## src/rtl/inst_fetch.sv

```systemverilog
// Instruction fetch: owns the PC, drives the registered-read ROM, and hands
// instructions to decode over valid/ready with a 2-entry skid FIFO.
module inst_fetch #(
  parameter logic [31:0] RESET_PC = 32'h0000_0000
) (
  input  logic        clock,
  input  logic        reset,
  output logic [31:0] rom_addr,
  input  logic [31:0] rom_data,
  input  logic        redirect_valid,
  input  logic [31:0] redirect_pc,
  output logic        out_valid,
  input  logic        out_ready,
  output logic [31:0] out_inst,
  output logic [31:0] out_pc,
  output logic [31:0] out_pc_plus4
);

  localparam int DATA_W = 32;

  logic [DATA_W-1:0] fetch_pc_p0;
  logic              vld_p1;
  logic [DATA_W-1:0] pc_p1;
  logic [DATA_W-1:0] fifo_inst [2];
  logic [DATA_W-1:0] fifo_pc   [2];
  logic [1:0]        count;

  logic        pop;
  logic        issue;
  logic        push;
  logic        pop_fifo;
  logic [1:0]  occ_after;
  logic [1:0]  count_next;
  logic [1:0]  wr_pos;

  assign rom_addr = fetch_pc_p0;

  always_comb begin
    out_valid = 1'b0;
    out_inst  = '0;
    out_pc    = '0;
    if (count != 2'd0) begin
      out_valid = 1'b1;
      out_inst  = fifo_inst[0];
      out_pc    = fifo_pc[0];
    end else if (vld_p1) begin
      out_valid = 1'b1;
      out_inst  = rom_data;
      out_pc    = pc_p1;
    end
  end

  assign out_pc_plus4 = out_valid ? out_pc + 32'd4 : '0;

  // Occupancy after this cycle's pop must leave room for one more in-flight word.
  always_comb begin
    pop        = out_valid & out_ready;
    occ_after  = count + {1'b0, vld_p1} - {1'b0, pop};
    issue      = (occ_after <= 2'd1) && !redirect_valid;
    push       = vld_p1 && !((count == 2'd0) && pop);
    pop_fifo   = pop && (count != 2'd0);
    count_next = count + {1'b0, push} - {1'b0, pop_fifo};
    wr_pos     = count - {1'b0, pop_fifo};
  end

  // p0 -> p1: PC issue and control state
  always_ff @(posedge clock) begin
    if (reset) begin
      fetch_pc_p0 <= RESET_PC;
      vld_p1      <= 1'b0;
      count       <= 2'd0;
    end else if (redirect_valid) begin
      fetch_pc_p0 <= {redirect_pc[31:2], 2'b00};
      vld_p1      <= 1'b0;
      count       <= 2'd0;
    end else begin
      if (issue) fetch_pc_p0 <= fetch_pc_p0 + 32'd4;
      vld_p1 <= issue;
      count  <= count_next;
    end
  end

  // p1 -> FIFO: data path, qualified by the control state above
  always_ff @(posedge clock) begin
    if (issue) pc_p1 <= fetch_pc_p0;
    if (pop_fifo) begin
      fifo_inst[0] <= fifo_inst[1];
      fifo_pc[0]   <= fifo_pc[1];
    end
    if (push) begin
      fifo_inst[wr_pos[0]] <= rom_data;
      fifo_pc[wr_pos[0]]   <= pc_p1;
    end
  end

endmodule

```

## config.mk

```make
export PLATFORM = sky130hd
export DESIGN_NAME = inst_fetch
export DESIGN_NICKNAME = d
export VERILOG_FILES = /design/src/rtl/inst_fetch.sv
export SDC_FILE = /design/constraint.sdc
export NUM_CORES = 1
export LEC_CHECK = 0
export ABC_AREA = 1
export BUFFER_PORTS_ARGS = -buffer_cell sky130_fd_sc_hd__buf_2
export CAP_MARGIN = 10
export CORE_UTILIZATION = 40
export CTS_CLUSTER_DIAMETER = 60
export CTS_CLUSTER_SIZE = 25
export DETAILED_ROUTE_END_ITERATION = 8
export PLACE_DENSITY_LB_ADDON = 0.08
export SLEW_MARGIN = 15
export SYNTH_ARGS = -nofsm -noshare
export SYNTH_HDL_FRONTEND = slang
export SYNTH_SLANG_ARGS = --single-unit
export TNS_END_PERCENT = 10
```

## constraint.sdc

```tcl
create_clock -name clock -period 9.9 [get_ports clock]
set_clock_uncertainty 0.1 [all_clocks]
set_input_delay 1.98 -clock clock [delete_from_list [all_inputs] [get_ports clock]]
set_output_delay 1.98 -clock clock [all_outputs]
set_load 0.01 [all_outputs]
```

==> out/results.tsv, run 1 <==
metric	value	unit
Post-Synthesis Mean Instance Area	8.00	um2
via density per instance	4.73	
Post-Route Utilization	0.486	
cell types occupying the most area after synthesis	edfxtp_1 (47%), nand2_1 (21%), dfxtp_1 (6.7%)	
final setup violation count	0	
number of max-capacitance violations reported	0	
number of buffers inserted to repair setup after CTS	0	
DP Area	11000	um2
TritonCTS Sinks	187	
share of synthesized registers carrying an async set or reset	0	
Max Transition Viols Final	0	
residual overflow from global routing	0	
IO Count	197	
total wire length	25.3	mm
worst vdd ir	115	uV
cell-by-cell trace of the critical path	nor2_4 -> buf_4 -> o21ai_1 -> inv_1 -> ha_1 -> nand2_1 -> nor2_2 -> nand3_1 -> nor3_1 -> nor2_1 -> buf_2	
post-layout net count	1466	
largest family of logic cells by synthesized area	simple AND/OR/NAND/NOR gates	
Compound-Gate Fraction of Synth Area	0.0324	
overall via count from detail_route	8152	
leakage dissipation	5.41	nW
Total Die Area	25100	um2
Post-Synth Adder-Cell Area	0.00639	
startpoint type of the worst setup path	flip-flop	
met3 wire length	1.32	mm
Post-route DRC	0	
count of TritonRoute iterations in the first routing pass	7	
Worst Hold Class	flip-flop to flip-flop	
clock edge transition at the registers on the reported setup and hold paths	0.07	ns
clock tree root driver cell	clkbuf_16	
area overhead of the layout relative to synthesis	17.9	%
EDFF count, synth	154	
routed length per placed instance	14.6	um
cell area power density	161	nW/um2
IO buf count	188	
status	finished, final reports clean	
met2 wire length	11.2	mm
total global-route track usage	0.208	
initial antenna violation count	0	
post-route standard cell area excluding fillers	11600	um2
sequential share of the synthesized area	0.540	
Slew HR	0.328	
sequential cell area	5290	um2
simple-gate share of the synthesized area	0.324	
worst setup path class	flip-flop to output port	
minimum setup slack after placement	5.00	ns
count of hold buffers inserted by post-cts repair	0	
Slowest cell on crit path	buf_4	
maximum number of pins on one net before global-route repair	80	
final antenna-violating net count	0	
CTS Buf Count	17	
library cell with the highest instance count after synthesis	nand2_1	
parity-gate share of the synthesized area counting xor and xnor cells	0.0277	
achievable frequency	188	MHz
final worst path period share	0.538	
number of different library cells in the post-synthesis netlist	36	
y dimension of the die	158	um
share of final-layout standard cells stronger than drive strength 1	0.188	
DR top layer	met4	
post-synth top area share	0.472	
Chip Width	158	um
most area-hungry cell type in the Yosys netlist	edfxtp_1	
Iter 0 DRT Violations	561	
warning count from the yosys run	0	
via count of the first global-routing pass	7488	
summed negative setup slack over all endpoints	0	ns
measured slew at the worst slew-check pin	1.00	ns
Core Box Area	23800	um2
register bit count reported by yosys	187	
Post-Synthesis Cell Area	9800	um2
wire length of the first global-routing pass	40.0	mm
Most used DFF post-synth	edfxtp_1	
share of cell area taken by muxes after synthesis	0	
setup repair after global routing missed its margin	false	
initial standard-cell utilization of the core	0.412	
Layout fillers	2318	
CP Data Arrival Time	3.24	ns
minimum clock period	5.32	ns
routability congestion estimate from global placement	0.952	
maximum cell stage delay along the critical path	0.67	ns
latest clock arrival within the worst-skew pair	0.43	ns
Final Hold Vio Count	0	
highest net fanout along the worst path	79	
wire length on met1	12.5	mm
synthesized instance count	1225	
number of resized instances in the post-cts repair step	0	
crit path capture type	output port	
final setup margin	4.58	ns
clock tree from TritonCTS	done	
most frequent cells after synthesis	nand2_1 (535), edfxtp_1 (154), nor2_1 (120)	
H-Tree Depth	4	
CP required	7.82	ns
dpl hpwl	17.2	mm
number of placement rows	56	
maximum count of clock buffers along a single path	2	
ant diodes	0	
multi-input combinational cell area	3880	um2
area by class of cell:
type / count / share of cell area
Clock buffer: 17 / 0.0368
Clock inverter: 15 / 0.0138
Inverter: 109 / 0.0354
Multi-Input combinational cell: 883 / 0.336
Sequential cell: 187 / 0.458
Tap cell: 319 / 0.0345
Timing Repair Buffer: 195 / 0.0860
path summary, 6_finish.rpt:
| check | cells after the start | slack [ns] | from | to |
|---|---|---|---|---|
| max | 11 | 4.58 | count[1] | out_pc_plus4[28] |
| min | 0 | 0.39 | pc_p1[8] | fifo_pc[1][8] |
| max reg2reg | 10 | 6.26 | count[1] | fifo_inst[0][30] |
| min reg2reg | 0 | 0.39 | pc_p1[8] | fifo_pc[1][8] |
flip-flops by register name, summed over array words and instances, names as in the netlist:
signal,cells
fifo_inst,64
fifo_pc,60
pc_p1,30
rom_addr,30
count,2
vld_p1,1
logic make-up after synthesis:
kind of cell	Yosys count
simple gates	783
fa+ha+maj	5
xor+xnor	31
compound gates	58
flops	187
other cells	1
buf+inv	160
metrics by stage:
step | total power [W] | hold WS [ns] | cells
2_1_floorplan | 0.00109 | 0.350 | 1230
3_3_place_gp | 0.00120 | 0.370 | 1693
3_5_place_dp | 0.00120 | 0.375 | 1693
4_1_cts | 0.00188 | 0.393 | 1725
5_1_grt | 0.00194 | 0.417 | 1725
6_report | 0.00186 | 0.388 | 1725
per-layer routing:
layer  track usage  up-vias
li1              -     4224
met1         0.302     3649
met2         0.327      261
met3        0.0302       18
met4        0.0495        0
met5             0        -
report_power, final:
group	internal (W)	switching, W
Clock	0.000357	0.000324
Sequential	0.000898	0.0000365
Combinational	0.0000804	0.000164
Total	0.00134	0.000524
cell usage in the layout, fill, tap and decap left out, types with 10 or more instances in the layout:
| master | synthesis | routed |
|---|---|---|
| nand2_1 | 535 | 535 |
| buf_2 | 18 | 188 |
| edfxtp_1 | 154 | 154 |
| nor2_1 | 120 | 118 |
| inv_1 | 101 | 101 |
| nand3_1 | 79 | 79 |
| dfxtp_1 | 33 | 32 |
| o21ai_0 | 21 | 21 |
| xor2_1 | 21 | 21 |
| a21oi_1 | 17 | 17 |
| clkbuf_16 | 0 | 17 |
| nand2_2 | 13 | 13 |
| xnor2_1 | 10 | 10 |
worst max-delay path: cells and delay by family (launching register included):
kind	cells	cell delay [ns]
buf+inv	3	1.01
compound gates	1	0.23
simple gates	6	0.94
fa+ha+maj	1	0.19
flops	1	0.40
No activity file was read; power rests on OpenSTA's default activity.
==> run 2: changes to the inputs <==
Clock period 9.9 ns to 4.65 ns, I/O delays scaled along.
==> run 2 against run 1 <==
Effect of this change:
- sequential share of layout area is 0.21 points lower
- flip-flop and latch count unchanged
- critical path type unchanged
- count of clock-buffer cells in the layout unchanged
- die area unchanged
==> out/results.tsv, run 2 (synthesis results as in run 1) <==
metric	value	unit
number of placement rows	56	
net switching power	0.00111	W
count of TritonRoute iterations in the first routing pass	8	
leakage dissipation	5.43	nW
count of hold buffers inserted by post-cts repair	0	
dpl hpwl	18.0	mm
Max Transition Viols Final	0	
final setup violation count	0	
CP required	3.62	ns
CTS Buf Count	17	
initial antenna violation count	0	
via count of the first global-routing pass	7698	
minimum clock period	3.95	ns
achievable frequency	253	MHz
highest-count cells in the layout ignoring fill and taps	nand2_1 (535), buf_2 (188), edfxtp_1 (154)	
clock tree root driver cell	clkbuf_16	
Slowest cell on crit path	dfxtp_1	
post-layout net count	1470	
post-route standard cell area excluding fillers	11600	um2
residual overflow from global routing	0	
Slew HR	0.476	
TritonCTS Sinks	187	
maximum cell stage delay along the critical path	0.50	ns
sequential cell area	5290	um2
switching share of total power	0.280	
multi-input combinational cell area	3880	um2
family with the most delay on the worst path	simple AND/OR/NAND/NOR gates	
latest clock arrival within the worst-skew pair	0.43	ns
measured slew at the worst slew-check pin	0.787	ns
Total Die Area	25100	um2
number of buffers inserted to repair setup after CTS	0	
status	finished, final reports clean	
number of max-capacitance violations reported	0	
Worst Hold Class	flip-flop to flip-flop	
Chip Width	158	um
number of resized instances in the post-cts repair step	0	
ant diodes	0	
portion of total power attributed to sequential cells	0.504	
overall via count from detail_route	8180	
biggest registers after layout	fifo_inst x64, fifo_pc x60	
CP Data Arrival Time	2.92	ns
maximum number of pins on one net before global-route repair	63	
number of buffers and inverters on the critical path	2	
Post-route DRC	0	
final worst path period share	0.850	
Largest register FFs	64	
Core Box Area	23800	um2
via density per instance	4.73	
worst vdd ir	247	uV
initial standard-cell utilization of the core	0.412	
routed length per placed instance	14.9	um
clock edge transition at the registers on the reported setup and hold paths	0.07	ns
Final Hold Vio Count	0	
total global-route track usage	0.213	
setup repair after global routing missed its margin	false	
total wire length	25.7	mm
crit path capture type	output port	
y dimension of the die	158	um
Layout fillers	2405	
IO Count	197	
Combinational Power Share	0.133	
worst setup path class	flip-flop to output port	
cell occurring most often along the worst timing path	nand2_1	
share of final-layout standard cells stronger than drive strength 1	0.191	
DP Area	11000	um2
startpoint type of the worst setup path	flip-flop	
cell area power density	341	nW/um2
part of the power in the clock network	0.363	
Iter 0 DRT Violations	466	
IO buf count	188	
wire length of the first global-routing pass	40.9	mm
final antenna-violating net count	0	
commonest non-fill, non-tap cell in the layout	nand2_1	
cell-by-cell trace of the critical path	clkinv_1 -> nand2_4 -> nand2_1 -> nand2_1 -> ha_1 -> nand2_1 -> nor2_2 -> nand3_1 -> nor3_1 -> nor2_1 -> buf_2	
maximum count of clock buffers along a single path	2	
Power Internal	0.00285	W
Post-Route Hold Slack	0.390	ns
register ranked first by flip-flop count	fifo_inst	
area overhead of the layout relative to synthesis	18.5	%
summed negative setup slack over all endpoints	0	ns
clock tree from TritonCTS	done	
highest net fanout along the worst path	42	
routability congestion estimate from global placement	0.866	
H-Tree Depth	4	
[run 2: cell types whose count changed in the layout (fill, tap and decap cells not counted), sizes merged]
| cell | previous run | this run |
|---|---|---|
| buf | 195 | 199 |
| clkinv | 10 | 7 |
| clkinvlp | 0 | 2 |
| inv | 113 | 114 |
[run 2: cell type report]
class                      instances  area share
clock buffer                      17      0.0367
clock inverter                    15      0.0135
inverter                         109      0.0353
multi-input combinational        883       0.334
sequential                       187       0.455
tap                              319      0.0344
timing repair buffer             199      0.0903
[run 2: worst paths after layout]
path | startpoint | to | slack [ns] | cells past startpoint
worst max register to register | count[1] | rom_addr[27] | 1.32 | 13
worst min-delay path | pc_p1[8] | fifo_pc[1][8] | 0.39 | 0
worst min register to register | pc_p1[8] | fifo_pc[1][8] | 0.39 | 0
worst max-delay path | count[1] | out_pc_plus4[28] | 0.70 | 11
[run 2: worst register-to-register path, stage by stage (launching register included)]
cell	delay [ns]
dfxtp_1	0.50
clkinv_1	0.17
nand2_4	0.42
nor2_1	0.24
nor2_1	0.14
ha_1	0.24
nor2_1	0.15
nand2_1	0.09
nand2_2	0.18
nand2_1	0.30
inv_2	0.44
nor2_1	0.11
nand2_1	0.09
a21oi_1	0.05
[run 2: metrics by stage]
| stage | setup WS, ns | util | power [W] | std cells |
|---|---|---|---|---|
| after floorplan | 0.128 | - | 0.00232 | 1230 |
| after global placement | 1.14 | 0.464 | 0.00255 | 1697 |
| after detailed placement | 1.10 | 0.464 | 0.00256 | 1697 |
| after CTS | 0.631 | 0.489 | 0.00400 | 1729 |
| after global routing | 0.337 | 0.489 | 0.00413 | 1729 |
| final | 0.698 | 0.489 | 0.00395 | 1729 |
[run 2: power groups by stage]
stage	clock network (W)	registers, W	logic (W)
6_report	0.00144	0.00199	0.000525
3_5_place_dp	0	0.00203	0.000531
3_3_place_gp	0	0.00203	0.000524
4_1_cts	0.00147	0.00199	0.000532
5_1_grt	0.00153	0.00201	0.000596
2_1_floorplan	0	0.00201	0.000316
[run 2: per-layer routing]
layer	share of wire	vias up	GRT usage
met1	0.49	3703	0.304
met2	0.45	232	0.344
met4	0.011	0	0.0531
li1	-	4231	-
met5	0	-	0
met3	0.046	14	0.0256
==> run 3: changes to the inputs <==
Clock period 4.65 ns to 3.29 ns, I/O delays scaled along.
==> run 3 against run 2 <==
Effect of this change:
- register-to-register slack got worse by 0.77 ns
- final area up 2.8%
- final cell count is 0.98% higher
- sequential power grew 41%
- via count is 0.28% higher
- critical path depth rose by 1
- clock power grew 49%
- sequential share of layout area down 1.2 points
- non-clock buffer count rose by 17
==> out/results.tsv, run 3 (synthesis results as in run 1) <==
metric	value	unit
maximum number of pins on one net before global-route repair	63	
Post-route DRC	0	
leakage dissipation	5.55	nW
post-layout net count	1487	
clock edge transition at the registers on the reported setup and hold paths	0.07	ns
highest-count cells in the layout ignoring fill and taps	nand2_1 (532), buf_2 (188), edfxtp_1 (154)	
highest net fanout along the worst path	23	
maximum count of clock buffers along a single path	2	
dpl hpwl	18.1	mm
residual overflow from global routing	0	
CP Data Arrival Time	2.43	ns
Total Die Area	25100	um2
share of final-layout standard cells stronger than drive strength 1	0.213	
setup repair after global routing missed its margin	true	
Max Transition Viols Final	0	
total wire length	25.8	mm
CTS Buf Count	17	
Post-Route Hold Slack	0.326	ns
startpoint type of the worst setup path	flip-flop	
total global-route track usage	0.208	
CP required	2.53	ns
overall via count from detail_route	8203	
initial antenna violation count	0	
y dimension of the die	158	um
initial standard-cell utilization of the core	0.412	
IO buf count	188	
biggest registers after layout	fifo_inst x64, fifo_pc x60	
TritonCTS Sinks	187	
achievable frequency	313	MHz
status	finished, final reports clean	
Chip Width	158	um
measured slew at the worst slew-check pin	0.736	ns
Iter 0 DRT Violations	550	
ant diodes	0	
final antenna-violating net count	0	
commonest non-fill, non-tap cell in the layout	nand2_1	
Slew HR	0.509	
final setup violation count	0	
IO Count	197	
number of max-capacitance violations reported	0	
H-Tree Depth	4	
clock tree from TritonCTS	done	
clock tree root driver cell	clkbuf_16	
Final Hold Vio Count	0	
routed length per placed instance	14.8	um
worst vdd ir	312	uV
crit path capture type	output port	
wire length of the first global-routing pass	40.1	mm
count of hold buffers inserted by post-cts repair	0	
worst setup path class	flip-flop to output port	
cell area power density	482	nW/um2
count of TritonRoute iterations in the first routing pass	5	
Worst Hold Class	input port to flip-flop	
area overhead of the layout relative to synthesis	21.8	%
register ranked first by flip-flop count	fifo_inst	
final worst path period share	0.970	
Core Box Area	23800	um2
Largest register FFs	64	
via density per instance	4.70	
via count of the first global-routing pass	7613	
latest clock arrival within the worst-skew pair	0.42	ns
routability congestion estimate from global placement	0.898	
minimum clock period	3.19	ns
total chip power	0.00575	W
number of placement rows	56	
Layout fillers	2371	
minimum setup slack among reg-to-reg paths	0.55	ns
## run 3: path summary, 6_finish.rpt
kind | from | endpoint | depth (start not counted)
max | count[1] | out_pc_plus4[29] | 12
min reg2reg | pc_p1[20] | fifo_pc[1][20] | 0
max reg2reg | count[0] | rom_addr[23] | 14
min | rom_data[15] | fifo_inst[1][15] | 1
## run 3: cell type report
class                   instances  area (um2)  share of cell area
clock inverters                14         188              0.0157
flip-flops and latches        187        5290               0.444
multi-input cells             883        3960               0.332
inverters                     109         409              0.0343
well taps                     319         399              0.0335
clock buffers                  18         429              0.0360
repair buffers                216        1250               0.104
## run 3: layer usage
metal | vias to the layer above | wire length, um | global-route usage
met5 | - | 0 | 0
met4 | 0 | 240 | 0.0513
met3 | 12 | 1150 | 0.0308
met2 | 220 | 11400 | 0.327
met1 | 3701 | 13000 | 0.301
li1 | 4270 | - | -
## run 3: critical path, stage by stage (launching register included)
cell	delay (ns)
dfxtp_4	0.38
nor2_4	0.19
buf_6	0.17
buf_16	0.17
nand2_1	0.08
nand2_2	0.14
nand2_2	0.09
nor2_1	0.20
nand3_2	0.15
nor2_1	0.13
nor2_1	0.04
nor2_1	0.12
buf_2	0.16
## run 3: where the power goes
part           internal [W]  switching [W]
registers           0.00270       0.000112
logic              0.000277       0.000509
clock network       0.00122       0.000933
total               0.00420        0.00155
## run 3: through the flow
step                      setup TNS (ns)  cell area, um2  setup WS, ns  utilization  std cells
after floorplan                   -52.61            9820        -0.849            -       1230
after global placement                 0           11100         0.276        0.468       1705
after detailed placement               0           11100         0.228        0.468       1705
after CTS                              0           11800        0.0233        0.496       1742
after global routing              -0.197           11900       -0.0485        0.502       1746
final                                  0           11900        0.0971        0.502       1746
## run 3: repair_timing
action                                  in CTS  in global routing
pin swaps                                    2                  2
buffers inserted                             5                  3
gates cloned                                 0                  1
endpoints found under the setup margin      22                 21
resized for setup                            3                 27
